==> src/rtl/alu_op_sequencer.sv <==
// Sweeps all eight ALU opcodes over latched operands and captures each {CI_OUT,F} result.
// Define ALU_SEQ_LOOP_EN to let a held START chain sweeps back-to-back at the DONE edge.
module alu_op_sequencer #(
  parameter int unsigned SETTLE_CYCLES = 2
) (
  input  logic       CLK,
  input  logic       RST_N,
  input  logic       START,
  input  logic [3:0] A_IN,
  input  logic [3:0] B_IN,
  output logic [3:0] A,
  output logic [3:0] B,
  output logic       M,
  output logic       S1,
  output logic       S0,
  input  logic [3:0] F,
  input  logic       CI_OUT,
  output logic       RES_VALID,
  output logic [2:0] RES_OP,
  output logic [4:0] RES_DATA,
  output logic       BUSY,
  output logic       DONE
);

  typedef enum logic [1:0] {StIdle, StSettle, StCapture} stateT;

  localparam logic [3:0] SettleLast = 4'(SETTLE_CYCLES - 1);

  stateT      stateQ, stateD;
  logic [3:0] cntQ, cntD;
  logic [2:0] opQ, opD;
  logic [3:0] aQ, aD, bQ, bD;
  logic       resValidQ, resValidD;
  logic [2:0] resOpQ, resOpD;
  logic [4:0] resDataQ, resDataD;
  logic       busyQ, busyD;
  logic       doneQ, doneD;
  // Set once START has been seen low in IDLE; a sweep may only launch while armed.
  logic       armedQ, armedD;
  logic       startOk;

  always_ff @(posedge CLK or negedge RST_N) begin
    if (!RST_N) begin
      stateQ    <= StIdle;
      cntQ      <= 4'd0;
      opQ       <= 3'd0;
      aQ        <= 4'd0;
      bQ        <= 4'd0;
      resValidQ <= 1'b0;
      resOpQ    <= 3'd0;
      resDataQ  <= 5'd0;
      busyQ     <= 1'b0;
      doneQ     <= 1'b0;
      armedQ    <= 1'b1;
    end else begin
      stateQ    <= stateD;
      cntQ      <= cntD;
      opQ       <= opD;
      aQ        <= aD;
      bQ        <= bD;
      resValidQ <= resValidD;
      resOpQ    <= resOpD;
      resDataQ  <= resDataD;
      busyQ     <= busyD;
      doneQ     <= doneD;
      armedQ    <= armedD;
    end
  end

  always_comb begin
    stateD    = stateQ;
    cntD      = cntQ;
    opD       = opQ;
    aD        = aQ;
    bD        = bQ;
    resValidD = 1'b0;
    resOpD    = resOpQ;
    resDataD  = resDataQ;
    busyD     = busyQ;
    doneD     = 1'b0;
    armedD    = armedQ;
`ifdef ALU_SEQ_LOOP_EN
    startOk   = START;
`else
    startOk   = START && armedQ;
`endif

    unique case (stateQ)
      StIdle: begin
        if (!START) begin
          armedD = 1'b1;
        end
        if (startOk) begin
          aD     = A_IN;
          bD     = B_IN;
          opD    = 3'd0;
          cntD   = 4'd0;
          busyD  = 1'b1;
          armedD = 1'b0;
          stateD = StSettle;
        end
      end
      StSettle: begin
        if (cntQ == SettleLast) begin
          cntD   = 4'd0;
          stateD = StCapture;
        end else begin
          cntD = cntQ + 4'd1;
        end
      end
      StCapture: begin
        resValidD = 1'b1;
        resOpD    = opQ;
        resDataD  = {CI_OUT, F};
        if (opQ != 3'd7) begin
          opD    = opQ + 3'd1;
          stateD = StSettle;
        end else begin
          doneD  = 1'b1;
          busyD  = 1'b0;
          stateD = StIdle;
`ifdef ALU_SEQ_LOOP_EN
          // Chain straight into the next sweep; BUSY never drops.
          if (START) begin
            aD     = A_IN;
            bD     = B_IN;
            opD    = 3'd0;
            busyD  = 1'b1;
            armedD = 1'b0;
            stateD = StSettle;
          end
`endif
        end
      end
      default: stateD = StIdle;
    endcase
  end

  assign A         = aQ;
  assign B         = bQ;
  assign M         = opQ[2];
  assign S1        = opQ[1];
  assign S0        = opQ[0];
  assign RES_VALID = resValidQ;
  assign RES_OP    = resOpQ;
  assign RES_DATA  = resDataQ;
  assign BUSY      = busyQ;
  assign DONE      = doneQ;

endmodule

==> config.mk <==
export PLATFORM = sky130hd
export DESIGN_NAME = alu_op_sequencer
export DESIGN_NICKNAME = d
export VERILOG_FILES = /design/src/rtl/alu_op_sequencer.sv
export SDC_FILE = /design/constraint.sdc
export NUM_CORES = 1
export LEC_CHECK = 0
export CORE_UTILIZATION = 45
export CTS_CLUSTER_DIAMETER = 120
export DETAILED_ROUTE_END_ITERATION = 7
export PLACE_DENSITY_LB_ADDON = 0.05
export RECOVER_POWER = 50
export SLEW_MARGIN = 20
export SYNTH_ARGS = -nofsm -noshare
export SYNTH_HDL_FRONTEND = slang
export SYNTH_SLANG_ARGS = --single-unit
==> constraint.sdc <==
create_clock -name CLK -period 2.1 [get_ports CLK]
set_input_delay 0.21 -clock CLK [delete_from_list [all_inputs] [get_ports CLK]]
set_output_delay 0.21 -clock CLK [all_outputs]
set_load 0.1 [all_outputs]
==> summary.md <==
| Metric | Value |
|---|---|
| Status | `finished, final reports clean` |
| Buffering stage count on the worst path with inverters included | `1` |
| Layout Nets | `152` |
| Gate family responsible for the most delay along the worst path | `buffers and inverters` |
| MaxCap Viol Count | `0` |
| Growth of design area from synthesis to finish | `30.9%` |
| Initial antenna violation count | `0` |
| Post-synth top area cell | `dfrtp_1` |
| Deepest clock path buffer count | `2` |
| Setup Buffers After CTS | `0` |
| Cell chain of the critical path | `clkbuf_1` |
| Antenna viol nets, final | `0` |
| Initial Util | `48.1%` |
| Instance count of the mapped netlist | `87` |
| DRC violations left | `0` |
| Mean post-synth cell area | `13.8 sq um` |
| Post-Route WL | `2.27 mm` |
| Post-route clock skew | `0.00361 ns` |
| Total half-perimeter wirelength after legalization and detailed placement | `1.63 mm` |
| Hold buffer count at cts | `0` |
| Pre-Repair DR Iteration Count | `2` |
| Worst-case hold slack | `0.328 ns` |
| TritonCTS clock tree | `done` |
| Number of max-slew violations in the final report | `0` |
| Setup TNS | `0 ns` |
| Die footprint | `2880 sq um` |
| Most common cell after layout, fill and taps aside | `dfrtp_1` |
| IO buf count | `37` |
| Leading post-synthesis cells by cell area | `dfrtp_1, mux2_2, ha_1` |
| H-tree level count | `2` |
| Kind of end point of the critical path | `output port` |
| Final-report hold violation count | `0` |
| Synthesized flop and latch total | `29` |
| Via total after detailed routing | `838` |
| Final RePlAce weighted congestion | `0.741` |
| WP data arrival | `1.54 ns` |
| Average vias per placed instance | `5.17` |
| Fmax | `0.571 GHz` |
| FP Rows | `18` |
| Clock tree root buffer cell | `clkbuf_4` |
| Crit Path Max Fanout | `2` |
| Fraction of final layout cells with drive strength greater than 1 | `31.8%` |
| Top-level I/O count | `38` |
| Total gr overflow | `0` |
| Util after Layout | `63.0%` |
| Most frequent cells in the layout | `dfrtp_1, mux2_2, buf_4` |
| Post-synth top area share | `58.3%` |
| Worst Hold Class | `primary input to asynchronous set/reset pin` |
| Horizontal die dimension | `53.7 um` |
| Floorplan core area | `2500 sq um` |
| Final Cycle Share | `83.4%` |
| Count of unique library cells instantiated by Yosys | `22` |
| Worst setup path category | `flop to output port` |
| Data required time at the worst endpoint | `1.89 ns` |
| Clock-pin transition on the worst setup and hold timing paths | `0.09 ns` |
| Final critical delay including setup and external delays | `1.75 ns` |
| Unrepaired setup endpoints after global routing | `false` |
| Syn Nets | `108` |
| Y dimension of the die | `53.7 um` |
| Total routing resource utilization after global routing | `19.0%` |
| Cell Area, Synth | `1200 sq um` |
| Count of clock tree sinks | `29` |
| Wire length of the first global-routing pass | `3.60 mm` |
| Via count of the first global-routing pass | `807` |
| CP Depth | `1` |
| Sort of element at the start of the critical path | `flop` |
| Relative max-transition margin | `22.3%` |
| Worst r2r path cells | `5` |
| Ant. Diodes | `0` |
| Biggest cell delay along the critical path | `0.86 ns` |
| Maximum number of pins on one net before global-route repair | `30` |
| TritonCTS Buffers | `5` |
| Register area share after synthesis | `60.5%` |
| Total of warnings raised by yosys | `0` |
| Worst-path cell with the longest stage delay | `clkbuf_1` |
| Mean routed wirelength per cell | `14.0 um` |
| Post-CTS resize count | `0` |
| Number of endpoints failing setup at the final stage | `0` |
| Actual transition at the worst max-transition pin | `1.17 ns` |
| Initial detailed-routing violation count | `10` |
| Clock network latency to the later pin of the worst-skew pair | `0.32 ns` |
[area by class of cell]
| cell class | instances | area (sq um) |
|---|---|---|
| inverter | 2 | 7.51 |
| clock buffer | 7 | 45.0 |
| clock inverter | 1 | 5.00 |
| multi-input combinational | 54 | 452 |
| timing repair buffer | 39 | 300 |
| sequential | 29 | 727 |
| tap | 30 | 37.5 |
| fill | 217 | 926 |
[routing by layer]
metal	GRT usage, %	share of wire [%]	vias up
li1	-	-	394
met1	21.1	40	416
met2	30.5	52	24
met3	6.50	6.9	4
met4	13.2	0.66	0
met5	0	0	-
[logic make-up after synthesis]
family	synth area share, %
DFF	60.5
adders and majority gates	5.20
AOI/OAI and AO/OA	6.24
and+or+nand+nor	10.2
buffers and inverters	1.98
muxes	15.9
[flip-flops by register name, indices dropped and copies added (netlist names)]
signal	count
opQ	3
DONE	1
A	4
BUSY	1
RES_OP	3
RES_VALID	1
cntQ	4
armedQ	1
B	4
RES_DATA	5
stateQ	2
[metrics by stage]
stage,worst slack [ns],instance area (sq um),instances
finish,0.348,1570,162
global route,0.286,1570,162
CTS,0.452,1600,162
detailed placement,0.415,1550,154
global placement,0.449,1550,154
floorplan,0.0704,1200,87
[path summary, 6_finish.rpt]
check	start	endpoint	slack (ns)
worst max-delay path	RES_DATA[1]$_DFFE_PN0P_	RES_DATA[1]	0.35
worst min-delay path	RST_N	B[2]$_DFFE_PN0P_	0.33
worst max register to register	opQ[1]$_DFFE_PN0P_	opQ[0]$_DFFE_PN0P_	0.47
worst min register to register	BUSY$_DFFE_PN0P_	BUSY$_DFFE_PN0P_	0.50
max in group asynchronous	RST_N	armedQ$_DFFE_PN1P_	1.46
min in group CLK	START	armedQ$_DFFE_PN1P_	0.45
[synthesized netlist by cell type, drive strengths merged]
library cell,count
nand2,2
nand4b,1
buf,2
o21ai,7
nand3,3
a21o,1
and2,1
a22o,2
and4bb,1
dfrtp,28
nor2b,3
nor4bb,1
ha,5
nand2b,2
a21oi,3
inv,2
dfstp,1
or4,1
mux2,17
nor2,3
nor3b,1
Power is not shown: default switching activity piles up to over one toggle a cycle in this logic, so the estimate is an artifact.
